<file path="src/rtl/xorshift_gen_array.sv">
// Multi-channel xorshift transaction source: CH_NB independent generators, each
// emitting TRANS_NB values over valid/ready, with sticky per-channel and aggregate done.
module xorshift_gen_array #(
    parameter int          CH_NB     = 4,
    parameter int          DATA_W    = 64,
    parameter int          TRANS_NB  = 16,
    parameter logic [63:0] SEED_BASE = 64'd1
) (
    input  logic                      clk,
    input  logic                      rst_n,
    input  logic                      start,
    input  logic [CH_NB-1:0]          data_rdy,
    output logic [CH_NB-1:0]          data_vld,
    output logic [CH_NB*DATA_W-1:0]   data,
    output logic [CH_NB-1:0]          transactions_done,
    output logic                      all_done
);

    localparam int CNT_W = (TRANS_NB > 0) ? (($clog2(TRANS_NB + 1) > 0) ? $clog2(TRANS_NB + 1) : 1) : 1;
    localparam logic [CNT_W-1:0] CNT_LAST = (TRANS_NB > 0) ? CNT_W'(TRANS_NB - 1) : '0;

    localparam logic [1:0] ST_IDLE = 2'd0;
    localparam logic [1:0] ST_RUN  = 2'd1;
    localparam logic [1:0] ST_DONE = 2'd2;

    generate
        if (DATA_W != 32 && DATA_W != 64) begin : g_bad_width
            $error("xorshift_gen_array: DATA_W must be 32 or 64");
        end
        if (CH_NB < 1 || CH_NB > 32) begin : g_bad_ch
            $error("xorshift_gen_array: CH_NB must be in 1..32");
        end
    endgenerate

    // One xorshift step; the triple differs between the 32- and 64-bit variants.
    function automatic logic [DATA_W-1:0] xs_next(input logic [DATA_W-1:0] x);
        logic [DATA_W-1:0] t;
        t = x;
        if (DATA_W == 32) begin
            t = t ^ (t << 13);
            t = t ^ (t >> 17);
            t = t ^ (t << 5);
        end else begin
            t = t ^ (t << 13);
            t = t ^ (t >> 7);
            t = t ^ (t << 17);
        end
        return t;
    endfunction

    genvar i;
    generate
        for (i = 0; i < CH_NB; i++) begin : g_ch
            localparam logic [DATA_W-1:0] SEED_RAW = DATA_W'(SEED_BASE + 64'(i) + 64'd1);
            localparam logic [DATA_W-1:0] SEED     = (SEED_RAW == '0) ? DATA_W'(1) : SEED_RAW;

            logic [1:0]        state;
            logic [DATA_W-1:0] val;
            logic              vld;
            logic              done;
            logic [CNT_W-1:0]  cnt;

            always_ff @(posedge clk or negedge rst_n) begin
                if (!rst_n) begin
                    state <= ST_IDLE;
                    val   <= '0;
                    vld   <= 1'b0;
                    done  <= 1'b0;
                    cnt   <= '0;
                end else begin
                    case (state)
                        ST_IDLE, ST_DONE: begin
                            if (start) begin
                                val   <= xs_next(SEED);
                                cnt   <= '0;
                                vld   <= 1'b1;
                                done  <= 1'b0;
                                state <= ST_RUN;
                            end
                        end
                        ST_RUN: begin
                            // start is deliberately ignored here, even on the final handshake
                            if (vld && data_rdy[i]) begin
                                if (TRANS_NB != 0 && cnt == CNT_LAST) begin
                                    vld   <= 1'b0;
                                    done  <= 1'b1;
                                    state <= ST_DONE;
                                end else begin
                                    val <= xs_next(val);
                                    cnt <= cnt + CNT_W'(1);
                                end
                            end
                        end
                        default: begin
                            state <= ST_IDLE;
                            vld   <= 1'b0;
                        end
                    endcase
                end
            end

            assign data[i*DATA_W +: DATA_W] = val;
            assign data_vld[i]              = vld;
            assign transactions_done[i]     = done;
        end
    endgenerate

    assign all_done = &transactions_done;

endmodule

</file>
<file path="config.mk">
export PLATFORM = sky130hd
export DESIGN_NAME = xorshift_gen_array
export DESIGN_NICKNAME = d
export VERILOG_FILES = /design/src/rtl/xorshift_gen_array.sv
export SDC_FILE = /design/constraint.sdc
export NUM_CORES = 1
export LEC_CHECK = 0
export CORE_AREA = 5 5 171 214
export DETAILED_ROUTE_END_ITERATION = 6
export DIE_AREA = 0 0 176 219
export GPL_TIMING_DRIVEN = 1
export PLACE_DENSITY = 0.84
export SYNTH_ARGS = -nofsm -noshare
export SYNTH_HDL_FRONTEND = slang
export SYNTH_SLANG_ARGS = --single-unit
</file>
<file path="constraint.sdc">
create_clock -name clk -period 3.3 [get_ports clk]
set_clock_uncertainty 0.05 [all_clocks]
set_input_delay 0.33 -clock clk [delete_from_list [all_inputs] [get_ports clk]]
set_output_delay 0.33 -clock clk [all_outputs]
set_load 0.005 [all_outputs]
</file>
==> reports/metrics.cfg <==
[timing]
slew_headroom_pct=48.6
fin_crit_sh_pct=86.2
worst_slew_pin_slew_ns=0.768
finalHoldViolations=0
timing.fmax_mhz=352
maxSlewViolCount=0
rsz0062_at_grt=false
finalCriticalPeriod_ns=2.84
setup_viol=0
fin_tns_setup_ns=0

[finish]
layout_common_cells=xnor2_1 (494), dfrtp_1 (292), clkdlybuf4s50_1 (270), o21ai_0 (217), nand2_1 (186)
final_common_cell=xnor2_1
diodes=0
nNetsFinal=2235
final_layout_size_suffix_gt1_share_pct=4.19
syn_to_final_growth_pct=21.0
fillers=2579

[global_route]
grt_overflow=0
grt_max_degree=78
grt_pass1_wl_mm=82.9
grt_usage_pct=26.1
grt_antenna_before_repair=1
grt_pass1_vias=15560

[logic_synthesis]
yosys_warnings=0
synthCells=2024
yosysTopAreaCell=dfrtp_1
synthArstFlopShare_pct=100
ys.flop_type=dfrtp_1
synth_cell_types=53
synth.top_cell.area_share_pct=38.7
syn_nets=2039
synth-seq-cells=292
synth_edf_count=0
avgSynthCellArea_um2=9.32
syn-cell-area_um2=18900
synthTopCellsByArea=dfrtp_1 (39%), xnor2_1 (23%), xor2_1 (7.1%)
ys_seq_area_share_pct=38.7

[clocking]
postCtsSetupRepairBufs=0
cts_buffers=34
cts_tree=yes
clockBufferDepth=3
h-tree-depth=2
clock_tree.root_cell=clkbuf_16
clock_latency_ns=0.51
path_clk_slew_ns=0.06
cts_sinks=292

[routing]
wl_per_cell_um=19.0
wl_met3_mm=2.89
wl_met1_mm=20.0
ant_nets=0
firstDrtPassIters=5
vias=15313
topRoutingLayerUsed=met5
drc=0
drtIter0Drc=1122
wirelength_mm=50.9
routed-wl-met2_mm=26.1
via_per_inst=5.73

[floorplanning]
die_w_um=176
fp.dieH_um=219
start_util_pct=55.1
dieArea_um2=38500
coreArea_um2=34200
rows=76
ioPinCount=272

[worst_setup_path]
reg2reg_depth=9
start_kind=flop
crit_required_ns=3.65
path_max_fanout=35
reg2reg_to=g_ch[2].cnt[3]$_DFFE_PN0P_
arrival_ns=3.19
reg2reg_slack_ns=0.46
end_kind=flop
crit_type=flop to flop
r2r-start=g_ch[2].cnt[0]$_DFFE_PN0P_

[min_path]
hp-class=input pin to async pin

[outcome]
outcome=completed

[run]
cap_violations=0

[placement]
portBuffers=271
dp_hpwl_mm=35.9
routabilityCongestion=0.921

critical path, cell delays in order, from the launching register on:
cell and delay (ns):
dfrtp_1 0.38, ha_1 0.20, and3_1 0.17, ha_1 0.22, and4bb_2 0.32, a21boi_4 0.63
buf_4 0.46, nor4_1 0.09, a21oi_1 0.13, nand2_1 0.08
per-layer routing:
metal | global-route usage (%) | vias up
met5 | 0 | -
met4 | 9.85 | 2
met3 | 3.81 | 144
met2 | 45.8 | 594
met1 | 32.7 | 7529
li1 | - | 7044
synthesized netlist by cell type, drive strengths merged (5+ instances only):
cell type	count
xnor2	501
dfrtp	292
o21ai	225
nand2	187
xor2	156
a21oi	117
inv	86
buf	71
clkbuf	63
or3	55
nor2	51
nor2b	27
o22ai	26
a22o	22
o211ai	19
nand3	17
and3	14
o31ai	12
a31oi	11
nand2b	9
xnor3	9
ha	8
xor3	5
cell families after synthesis:
kind of cell	synth area share (%)
AND/OR/NAND/NOR	9.61
buffers and inverters	5.05
adder cells (fa/ha/maj)	0.531
XOR/XNOR	32.7
flip-flops	38.7
AO/OA/AOI/OAI	13.4
worst max-delay path by stage:
stage / from / to / slack [ns]
after global placement: g_ch[2].cnt[0]$_DFFE_PN0P_ / g_ch[2].cnt[3]$_DFFE_PN0P_ / 0.55
after detailed placement: g_ch[2].cnt[0]$_DFFE_PN0P_ / g_ch[2].cnt[3]$_DFFE_PN0P_ / 0.47
final: g_ch[2].cnt[0]$_DFFE_PN0P_ / g_ch[2].cnt[3]$_DFFE_PN0P_ / 0.46
after CTS: g_ch[2].cnt[0]$_DFFE_PN0P_ / g_ch[2].cnt[3]$_DFFE_PN0P_ / 0.46
after global routing: g_ch[2].cnt[0]$_DFFE_PN0P_ / g_ch[2].cnt[3]$_DFFE_PN0P_ / 0.31
after floorplan: g_ch[1].cnt[0]$_DFFE_PN0P_ / g_ch[1].val[6]$_DFFE_PN0P_ / 0.96
registers in the layout, indices dropped and copies added, names as in the netlist:
register and flops:
g_ch.cnt 20, g_ch.done 4, g_ch.state 8, g_ch.val 256, g_ch.vld 4
layout make-up:
class / instances / area, µm² / share of cell area (%)
clock buffers: 56 / 1070 / 4.68
multi-input cells: 1512 / 10600 / 46.6
flip-flops and latches: 292 / 7310 / 32.0
inverters: 86 / 323 / 1.42
clock inverters: 5 / 25.0 / 0.110
well taps: 429 / 537 / 2.35
repair buffers: 294 / 2930 / 12.8
stage by stage:
stage	std cells	hold WS (ns)	setup slack (ns)	area (µm²)	util, %
5_1_grt	2674	0.376	0.308	22800	66.6
3_3_place_gp	2612	0.310	0.552	21700	63.4
2_1_floorplan	2024	-0.0156	0.960	18900	-
6_report	2674	0.334	0.456	22800	66.6
3_5_place_dp	2612	0.315	0.469	21700	63.4
4_1_cts	2674	0.358	0.456	22800	66.6
repair_timing:
action	in CTS	in global routing
hold endpoints to repair	72	0
hold buffers	1	0
gates resized for setup	0	0
Power is left out: the tool's default activity adds up to more than one toggle a clock period on the data nets, which glitch-free logic cannot reach.
